[config.mk]
export PLATFORM = sky130hd
export DESIGN_NAME = soc_bus_decoder
export DESIGN_NICKNAME = d
export VERILOG_FILES = /design/src/rtl/soc_bus_pkg.sv /design/src/rtl/soc_bus_region_match.sv /design/src/rtl/soc_bus_decoder.sv
export SDC_FILE = /design/constraint.sdc
export NUM_CORES = 1
export LEC_CHECK = 0
export ABC_AREA = 1
export BUFFER_PORTS_ARGS = -buffer_cell sky130_fd_sc_hd__buf_2
export CAP_MARGIN = 25
export CORE_AREA = 2 2 118 120
export CTS_CLUSTER_SIZE = 25
export DETAILED_ROUTE_END_ITERATION = 10
export DIE_AREA = 0 0 120 122
export PLACE_DENSITY_LB_ADDON = 0.05
export SYNTH_ARGS = -nofsm -noshare
export SYNTH_HDL_FRONTEND = slang
export SYNTH_SLANG_ARGS = --single-unit
export TNS_END_PERCENT = 5
[constraint.sdc]
create_clock -name clk -period 2.16 [get_ports clk]
set_input_delay 0.324 -clock clk [delete_from_list [all_inputs] [get_ports clk]]
set_output_delay 0.324 -clock clk [all_outputs]
set_load 0.01 [all_outputs]
[src/rtl/soc_bus_pkg.sv]
// Shared types for the picorv32 native-bus decoder: FSM states, error
// cause codes and the region compare helper.
package soc_bus_pkg;

  typedef enum logic [1:0] {IDLE, WAIT, DONE, ERROR} state_t;

  localparam logic [1:0] ERR_NONE     = 2'd0;
  localparam logic [1:0] ERR_UNMAPPED = 2'd1;
  localparam logic [1:0] ERR_RO       = 2'd2;
  localparam logic [1:0] ERR_TIMEOUT  = 2'd3;

  function automatic logic region_hit(input logic [31:0] addr,
                                      input logic [31:0] base,
                                      input logic [31:0] mask);
    return (addr & mask) == base;
  endfunction

endpackage

[src/rtl/soc_bus_region_match.sv]
// Combinational address decode over NSLV mask/base regions.
// Overlapping regions resolve to the lowest matching index.
module soc_bus_region_match import soc_bus_pkg::*; #(
  parameter int                 NSLV = 4,
  parameter int                 IW   = 2,
  parameter logic [NSLV*32-1:0] BASE = {NSLV{32'h0}},
  parameter logic [NSLV*32-1:0] MASK = {NSLV{32'hFFFFFFFF}},
  parameter logic [NSLV-1:0]    RO   = {NSLV{1'b0}}
) (
  input  logic [31:0]   mem_addr,
  output logic          hit,
  output logic [IW-1:0] idx,
  output logic          ro
);

  logic [NSLV-1:0] hit_vec;

  for (genvar i = 0; i < NSLV; i++) begin : g_rgn
    assign hit_vec[i] = region_hit(mem_addr, BASE[32*i +: 32], MASK[32*i +: 32]);
  end

  // Scan high-to-low so a lower-index hit overwrites any higher one.
  always_comb begin
    hit = |hit_vec;
    idx = '0;
    ro  = 1'b0;
    for (int i = NSLV - 1; i >= 0; i--) begin
      if (hit_vec[i]) begin
        idx = IW'(i);
        ro  = RO[i];
      end
    end
  end

endmodule

[src/rtl/soc_bus_decoder.sv]
// picorv32 native-bus decoder / handshake controller with sticky bus error.
// Optional error capture (err_addr/err_cause) under SOC_BUS_ERR_CAPTURE_EN.
module soc_bus_decoder import soc_bus_pkg::*; #(
  parameter int                 NSLV    = 4,
  parameter logic [NSLV*32-1:0] BASE    = {NSLV{32'h0}},
  parameter logic [NSLV*32-1:0] MASK    = {NSLV{32'hFFFFFFFF}},
  parameter logic [NSLV-1:0]    RO      = {NSLV{1'b0}},
  parameter int                 TIMEOUT = 255,
  parameter int                 TW      = 8
) (
  input  logic               clk,
  input  logic               resetn,
  input  logic               mem_valid,
  input  logic [31:0]        mem_addr,
  input  logic [31:0]        mem_wdata,
  input  logic [3:0]         mem_wstrb,
  output logic               mem_ready,
  output logic [31:0]        mem_rdata,
  output logic [NSLV-1:0]    s_valid,
  output logic [31:0]        s_addr,
  output logic [31:0]        s_wdata,
  output logic [3:0]         s_wstrb,
  input  logic [NSLV-1:0]    s_ready,
  input  logic [NSLV*32-1:0] s_rdata,
  output logic               buserror
`ifdef SOC_BUS_ERR_CAPTURE_EN
  ,
  output logic [31:0]        err_addr,
  output logic [1:0]         err_cause
`endif
);

  localparam int             IW      = (NSLV > 1) ? $clog2(NSLV) : 1;
  localparam logic [TW-1:0]  TO_LAST = TW'((TIMEOUT == 0) ? 0 : TIMEOUT - 1);

  state_t        state;
  logic [TW-1:0] cnt;
  logic [IW-1:0] sel;
  logic          hit, hit_ro;
  logic [IW-1:0] hit_idx;
  logic [1:0]    cause_nxt;
  logic          err_go;

  assign s_addr  = mem_addr;
  assign s_wdata = mem_wdata;
  assign s_wstrb = mem_wstrb;

  soc_bus_region_match #(
    .NSLV (NSLV), .IW (IW), .BASE (BASE), .MASK (MASK), .RO (RO)
  ) u_match (
    .mem_addr (mem_addr),
    .hit      (hit),
    .idx      (hit_idx),
    .ro       (hit_ro)
  );

  // Classify the fault (if any) that would move the FSM into ERROR this cycle.
  always_comb begin
    cause_nxt = ERR_NONE;
    if (state == IDLE && mem_valid && !buserror) begin
      if (!hit)                      cause_nxt = ERR_UNMAPPED;
      else if (hit_ro && |mem_wstrb) cause_nxt = ERR_RO;
    end else if (state == WAIT && !s_ready[sel] && TIMEOUT != 0 && cnt == TO_LAST) begin
      cause_nxt = ERR_TIMEOUT;
    end
  end

  assign err_go = (cause_nxt != ERR_NONE);

  // Request/handshake FSM; all CPU- and slave-facing controls are registered.
  always_ff @(posedge clk) begin
    if (!resetn) begin
      state     <= IDLE;
      mem_ready <= 1'b0;
      mem_rdata <= '0;
      s_valid   <= '0;
      buserror  <= 1'b0;
      cnt       <= '0;
      sel       <= '0;
    end else begin
      mem_ready <= 1'b0;
      case (state)
        IDLE: begin
          if (err_go) begin
            state    <= ERROR;
            buserror <= 1'b1;
          end else if (mem_valid && !buserror) begin
            s_valid <= NSLV'(1) << hit_idx;
            sel     <= hit_idx;
            cnt     <= '0;
            state   <= WAIT;
          end
        end
        WAIT: begin
          if (s_ready[sel]) begin
            mem_rdata <= s_rdata[32*sel +: 32];
            mem_ready <= 1'b1;
            s_valid   <= '0;
            state     <= DONE;
          end else if (err_go) begin
            s_valid  <= '0;
            buserror <= 1'b1;
            state    <= ERROR;
          end else if (cnt != '1) begin
            cnt <= cnt + 1'b1;
          end
        end
        DONE:  state <= IDLE;
        ERROR: begin
          buserror <= 1'b1;
          s_valid  <= '0;
        end
        default: state <= IDLE;
      endcase
    end
  end

`ifdef SOC_BUS_ERR_CAPTURE_EN
  // Latch address and cause of the first fault; held until reset.
  always_ff @(posedge clk) begin
    if (!resetn) begin
      err_addr  <= '0;
      err_cause <= ERR_NONE;
    end else if (err_go) begin
      err_addr  <= mem_addr;
      err_cause <= cause_nxt;
    end
  end
`endif

endmodule

==> results.json, run 1 <==
{
  "vias": 2371,
  "fin_setup_tns_ns": 0,
  "post-route-period-util": 0.872,
  "period_minus_slack_ns": 1.88,
  "finalHoldViolCount": 0,
  "instances_no_fill": 617,
  "grt_pass1_vias": 2279,
  "synthFlopType": "dfxtp_1",
  "clk_pin_slew_ns": 0.07,
  "maxCapViolCount": 0,
  "cts_resized": 0,
  "place_inst": 609,
  "drtIter0Drc": 51,
  "grt_max_degree": 33,
  "fin_util": 0.231,
  "fmax_mhz": 531,
  "synth_area_per_cell_um2": 7.02,
  "dpl_cell_area_um2": 2950,
  "diodes": 0,
  "multi_input_area_um2": 1010,
  "cts_made_buffers": 5,
  "ys_seq_elements": 45,
  "dp_hpwl_um": 5570,
  "synth_edf_count": 0,
  "post_drt_via_cell_ratio": 3.84,
  "fp.coreArea_um2": 13500,
  "hold_depth": 3,
  "root_buffer": "clkbuf_16",
  "power_mw": 3.52,
  "htree_levels": 2,
  "ys_async_sr_fraction": 0,
  "netlist_top_cells_area": "dfxtp_1 (35%), buf_4 (21%), nor2_1 (14%)",
  "yosysWarnings": 0,
  "power_density_nw_per_um2": 1130,
  "pre_cts_slack_ns": 0.254,
  "path_buf_inv": 2,
  "yosysTopAreaCell": "dfxtp_1",
  "cp.arrival_ns": 2.07,
  "post_cts_buffers": 0,
  "cts_buffer_depth": 2,
  "ys_types": 21,
  "port_buffers": 134,
  "setup_viol": 0,
  "fin_ws_ns": 0.276,
  "p_leak_nw": 1.53,
  "start_util": 0.189,
  "crit_top_cell": "nand2_1",
  "die-area_um2": 14600,
  "path_delay_family": "simple AND/OR/NAND/NOR gates",
  "area.sequential_um2": 901,
  "area_growth_pct": 22.2,
  "worstPathMaxFanout": 6,
  "crit_slowest_cell": "dfxtp_1",
  "end_kind": "flip-flop",
  "detail_route.wirelength_um": 7360,
  "hold_ws_ns": 0.283,
  "path_cells": "inv_1 -> ha_1 -> nand3_1 -> nor3_1 -> nand2_1 -> nand2_1 -> nand4_2 -> buf_4 -> a21oi_1 -> nor2_1",
  "fin_skew_ns": 0.00558,
  "cts.sinks": 45,
  "synthMostInstantiatedCell": "nor2_1",
  "cts_tree": "done",
  "die_w_um": 120,
  "clk_latency_ns": 0.29,
  "die_height_um": 122,
  "synth_commonest_cells": "nor2_1 (98), buf_4 (71), dfxtp_1 (45), nand2_1 (40), o21ai_0 (36)",
  "cpPeakStageDelay_ns": 0.33,
  "status": "finished, final reports clean",
  "drive_gt1_frac": 0.355,
  "firstDrtPassIters": 4,
  "grt_antenna_before_repair": 0,
  "fin_area_um2": 3120,
  "rsz0062_at_grt": "no",
  "vdd_drop_max_uv": 473,
  "finalNetCount": 646,
  "drv_slew": 0,
  "wl_per_cell_um": 11.9,
  "ant_nets": 0,
  "worstRegToRegCells": 10,
  "post-route-drc-count": 0,
  "ys_seq_area_frac": 0.353,
  "worstPathRequired_ns": 2.35,
  "grt_usage": 0.0993,
  "path_class": "flip-flop to flip-flop",
  "rows": 43,
  "grt_first_pass_wirelength_um": 11300,
  "synth_area_um2": 2550,
  "num_io_pins": 309,
  "hold_buffers": 0,
  "overflow": 0,
  "startpoint_type": "flip-flop",
  "hp-class": "input port to flip-flop",
  "synth_top_area_frac": 0.353,
  "path_depth": 10,
  "synthCells": 364,
  "gp_congestion": 0.705,
  "fill_cells": 1554
}
==> final timing paths <==
kind                from       endpoint  slack, ns
min reg2reg   s_valid[0]     s_valid[0]       0.48
max             state[0]         cnt[0]       0.28
max reg2reg     state[0]         cnt[0]       0.28
min          s_rdata[16]  mem_rdata[16]       0.28
==> worst min-delay path, stage by stage <==
cell and delay (ns):
buf_2 0.07, o21ai_0 0.07, nor2_1 0.08
==> cells in the final DEF, fill, tap and decap left out, drive strengths merged <==
master,n
nor3,4
o21a,1
nand3,10
nand4,3
ha,7
o21ai,36
bufinv,1
inv,15
buf,146
conb,3
o21bai,1
a21oi,18
dfxtp,45
nor2,99
and3,1
nand2,40
clkinv,1
clkbuf,6
==> flip-flops by register name, indices dropped and copies added, names as in the netlist <==
signal and cells:
mem_ready 1, mem_rdata 32, state 2, s_valid 1
cnt 8, buserror 1
==> cell type report <==
type	instances	area share
clock buffer	6	0.0413
clock inverter	2	0.0124
inverter	15	0.0180
multi-input combinational	223	0.324
sequential	45	0.289
tap	180	0.0722
timing repair buffer	146	0.244
==> where the power goes <==
group | internal (mW) | switching, mW | leakage [nW] | total (mW)
Sequential | 1.04 | 0.115 | 0.368 | 1.16
Combinational | 0.598 | 0.873 | 1.09 | 1.47
Clock | 0.549 | 0.349 | 0.0810 | 0.898
==> kinds of logic (layout without fill, tap and decap cells) <==
logic type               Yosys count  in the layout  synth area share
AND/OR/NAND/NOR                  157            157             0.245
AO/OA/AOI/OAI                     56             56             0.112
other                              1              3           0.00147
flip-flops                        45             45             0.353
buffers and inverters             98            169             0.255
adder cells (fa/ha/maj)            7              7            0.0343
==> routing by layer <==
| layer | share of wire | GRT usage | vias to the layer above |
|---|---|---|---|
| met3 | 0.16 | 0.0646 | 7 |
| met1 | 0.41 | 0.109 | 1008 |
| met2 | 0.42 | 0.157 | 136 |
| met5 | 0 | 0 | - |
| met4 | 0.013 | 0.0316 | 0 |
| li1 | - | - | 1220 |
(Power assumes the default switching activity.)
==> run 2: changes to the inputs <==
PLACE_DENSITY = 0.57   (was unset)
PLACE_DENSITY_LB_ADDON = unset   (was 0.05)
==> run 2 against run 1 <==
Clock skew increased by 0.0037 ns. Power is 4.6% lower. Register-to-register slack hardly changed. Sequential share of layout area rose by 0.20 points. Global-route usage is 0.93 points lower. Highest routed layer unchanged.
==> results.json, run 2 (synthesis results as in run 1) <==
{
  "p_leak_nw": 1.51,
  "status": "finished, final reports clean",
  "vdd_drop_max_uv": 452,
  "fp.coreArea_um2": 13500,
  "hp-class": "input port to flip-flop",
  "post-route-drc-count": 0,
  "fin_util": 0.230,
  "drive_gt1_frac": 0.356,
  "hold_ws_ns": 0.277,
  "grt_antenna_before_repair": 0,
  "num_io_pins": 309,
  "dp_hpwl_um": 5110,
  "cts_resized": 0,
  "worstPathMaxFanout": 12,
  "wl_per_cell_um": 10.8,
  "drv_slew": 0,
  "largest_reg_flops": 32,
  "layout_commonest_cell": "buf_2",
  "reg.largest.list": "mem_rdata: 32 flops, cnt: 8 flops, state: 2 flops",
  "path_class": "flip-flop to flip-flop",
  "maxCapViolCount": 0,
  "rows": 43,
  "hold_buffers": 0,
  "root_buffer": "clkbuf_16",
  "p_comb_frac": 0.421,
  "firstDrtPassIters": 4,
  "cts_tree": "done",
  "drtIter0Drc": 66,
  "grt_first_pass_wirelength_um": 10500,
  "ant_nets": 0,
  "fin_setup_tns_ns": 0,
  "port_buffers": 134,
  "die_height_um": 122,
  "p_int_mw": 2.04,
  "setup_viol": 0,
  "end_kind": "flip-flop",
  "die_w_um": 120,
  "clk_pin_slew_ns": 0.07,
  "detail_route.wirelength_um": 6600,
  "gp_congestion": 0.783,
  "worstPathRequired_ns": 2.35,
  "final_cell_mix": "buf_2 (134), nor2_1 (98), dfxtp_1 (45)",
  "post-route-period-util": 0.866,
  "cts_buffer_depth": 2,
  "start_util": 0.189,
  "fin_skew_ns": 0.00932,
  "power_mw": 3.36,
  "power_density_nw_per_um2": 1090,
  "fmax_mhz": 534,
  "htree_levels": 2,
  "grt_usage": 0.0901,
  "post_drt_via_cell_ratio": 3.84,
  "diodes": 0,
  "area_growth_pct": 21.4,
  "post_cts_buffers": 0,
  "top_register": "mem_rdata",
  "die-area_um2": 14600,
  "grt_pass1_vias": 2209,
  "overflow": 0,
  "clk_latency_ns": 0.29,
  "rsz0062_at_grt": "no",
  "power_frac_clock": 0.236,
  "cp.arrival_ns": 2.06,
  "p_seq_frac": 0.343,
  "finalHoldViolCount": 0,
  "period_minus_slack_ns": 1.87,
  "switching_share": 0.394,
  "switchingPower_mw": 1.33,
  "startpoint_type": "flip-flop",
  "grt_max_degree": 33,
  "cts_made_buffers": 5,
  "finalNetCount": 642,
  "vias": 2354,
  "cts.sinks": 45
}
-- run 2: layer usage --
layer / part of all wire / global-route usage
met2: 0.45 / 0.158
met5: 0 / 0
met3: 0.13 / 0.0379
met4: 0.024 / 0.0382
met1: 0.39 / 0.0950
-- run 2: cell type report --
| class | instances | area (um2) |
|---|---|---|
| fill | 1523 | 10400 |
| multi-input combinational | 223 | 1020 |
| sequential | 45 | 901 |
| timing repair buffer | 142 | 743 |
| tap | 180 | 225 |
| clock buffer | 5 | 125 |
| inverter | 15 | 56.3 |
| clock inverter | 3 | 25.0 |
-- run 2: critical path: stages, from the launching register on --
cell     delay (ns)
dfxtp_1        0.33
inv_1          0.13
ha_2           0.26
nand3_1        0.11
nor3_1         0.19
nand2_1        0.14
nand2_2        0.16
nand4_4        0.21
a21oi_1        0.19
nor2_1         0.05
-- run 2: power by group through the flow --
stage / sequential (mW) / clock (mW) / combinational, mW
finish: 1.15 / 0.794 / 1.42
global placement: 1.17 / 0 / 1.40
CTS: 1.16 / 0.817 / 1.41
global route: 1.18 / 0.851 / 1.65
detailed placement: 1.17 / 0 / 1.40
floorplan: 1.24 / 0 / 0.968
-- run 2: worst paths after layout --
| check | start | to | slack (ns) | depth (start not counted) |
|---|---|---|---|---|
| worst max register to register | state[0] | cnt[3] | 0.29 | 9 |
| worst max-delay path | state[0] | cnt[3] | 0.29 | 9 |
| worst min-delay path | s_rdata[31] | mem_rdata[31] | 0.28 | 3 |
| worst min register to register | s_valid[0] | s_valid[0] | 0.46 | 2 |
-- run 2: through the flow --
stage	area [um2]	setup slack, ns	std cells
2_1_floorplan	2560	0.461	366
3_3_place_gp	2940	0.0822	605
3_5_place_dp	2940	0.0614	605
4_1_cts	3090	0.0424	613
5_1_grt	3100	0.0417	613
6_report	3100	0.288	613
==> run 3: changes to the inputs <==
RECOVER_POWER = 50   (was unset)
==> run 3 against run 2 <==
Via count hardly changed. Global-route usage stayed put. Maximum frequency hardly changed. Clock power hardly changed. Critical path type unchanged. Largest cell class unchanged. Highest routed layer unchanged.
==> results.json, run 3 (synthesis results as in run 1) <==
{
  "ant_nets": 0,
  "dp_hpwl_um": 5110,
  "die_w_um": 120,
  "fp.coreArea_um2": 13500,
  "startpoint_type": "flip-flop",
  "fin_skew_ns": 0.00913,
  "cp.arrival_ns": 2.06,
  "htree_levels": 2,
  "grt_max_degree": 33,
  "cts.sinks": 45,
  "top_register": "mem_rdata",
  "maxCapViolCount": 0,
  "area_growth_pct": 19.5,
  "drive_gt1_frac": 0.268,
  "cts_resized": 0,
  "grt_first_pass_wirelength_um": 10500,
  "post_drt_via_cell_ratio": 3.84,
  "grt_usage": 0.0901,
  "fmax_mhz": 534,
  "fin_setup_tns_ns": 0,
  "hp-class": "input port to flip-flop",
  "vdd_drop_max_uv": 450,
  "root_buffer": "clkbuf_16",
  "clk_latency_ns": 0.29,
  "setup_viol": 0,
  "cts_tree": "done",
  "period_minus_slack_ns": 1.87,
  "grt_antenna_before_repair": 0,
  "finalHoldViolCount": 0,
  "layout_commonest_cell": "nor2_1",
  "worstPathRequired_ns": 2.35,
  "finalNetCount": 642,
  "pre_cts_slack_ns": 0.0614,
  "gp_congestion": 0.783,
  "detail_route.wirelength_um": 6630,
  "p_leak_nw": 1.39,
  "diodes": 0,
  "hold_depth": 3,
  "post-route-period-util": 0.867,
  "port_buffers": 134,
  "path_class": "flip-flop to flip-flop",
  "start_util": 0.189,
  "cts_made_buffers": 5,
  "rows": 43,
  "largest_reg_flops": 32,
  "post-route-drc-count": 0,
  "firstDrtPassIters": 4,
  "die_height_um": 122,
  "worstPathMaxFanout": 12,
  "final_cell_mix": "nor2_1 (98), buf_2 (96), dfxtp_1 (45)",
  "end_kind": "flip-flop",
  "vias": 2356,
  "fin_ws_ns": 0.287,
  "num_io_pins": 309,
  "worstRegToRegCells": 9,
  "overflow": 0,
  "die-area_um2": 14600,
  "post_cts_buffers": 0,
  "rsz0062_at_grt": "no",
  "wl_per_cell_um": 10.8,
  "status": "finished, final reports clean",
  "cts_buffer_depth": 2,
  "drv_slew": 0,
  "clk_pin_slew_ns": 0.07,
  "drtIter0Drc": 74,
  "power_density_nw_per_um2": 1100,
  "reg.largest.list": "mem_rdata: 32 flops, cnt: 8 flops, state: 2 flops",
  "hold_buffers": 0,
  "grt_pass1_vias": 2209
}
## run 3: cell types whose count changed in the layout (fill, tap and decap cells not counted), sizes merged
cell / change
buf: -38
clkbuf: +38
## run 3: through the flow
step / hold slack [ns] / power [mW] / area, um2 / std cells / util
floorplan: 0.477 / 2.20 / 2560 / 366 / -
global placement: 0.455 / 2.57 / 2940 / 605 / 0.217
detailed placement: 0.460 / 2.58 / 2940 / 605 / 0.217
CTS: 0.274 / 3.38 / 3090 / 613 / 0.228
global route: 0.288 / 3.66 / 3050 / 613 / 0.226
finish: 0.278 / 3.35 / 3050 / 613 / 0.226
## run 3: final cells by class
class / instances / area (um2)
Sequential cell: 45 / 901
Clock buffer: 5 / 125
Timing Repair Buffer: 142 / 696
Clock inverter: 3 / 25.0
Multi-Input combinational cell: 223 / 1020
Fill cell: 1550 / 10500
Tap cell: 180 / 225
Inverter: 15 / 56.3
## run 3: where the power goes
| part | switching (mW) | total [mW] | internal [mW] |
|---|---|---|---|
| Clock | 0.355 | 0.792 | 0.437 |
| Sequential | 0.113 | 1.15 | 1.04 |
| Combinational | 0.861 | 1.41 | 0.545 |
## run 3: path summary, 6_finish.rpt
check	from	to	slack, ns
max	state[0]	cnt[3]	0.29
min	s_rdata[4]	mem_rdata[4]	0.28
max reg2reg	state[0]	cnt[3]	0.29
min reg2reg	s_valid[0]	s_valid[0]	0.46
## run 3: routing by layer
layer | part of all wire | vias up | GRT usage | routed length [um]
li1 | - | 1213 | - | -
met1 | 0.39 | 983 | 0.0950 | 2590
met2 | 0.45 | 145 | 0.158 | 2970
met3 | 0.14 | 15 | 0.0379 | 912
met4 | 0.025 | 0 | 0.0382 | 163
met5 | 0 | - | 0 | 0
## run 3: critical path, stage by stage, from the launching register on
cell     delay (ns)
dfxtp_1        0.33
inv_1          0.13
ha_2           0.26
nand3_1        0.11
nor3_1         0.19
nand2_1        0.14
nand2_2        0.17
nand4_4        0.21
a21oi_1        0.19
nor2_1         0.05
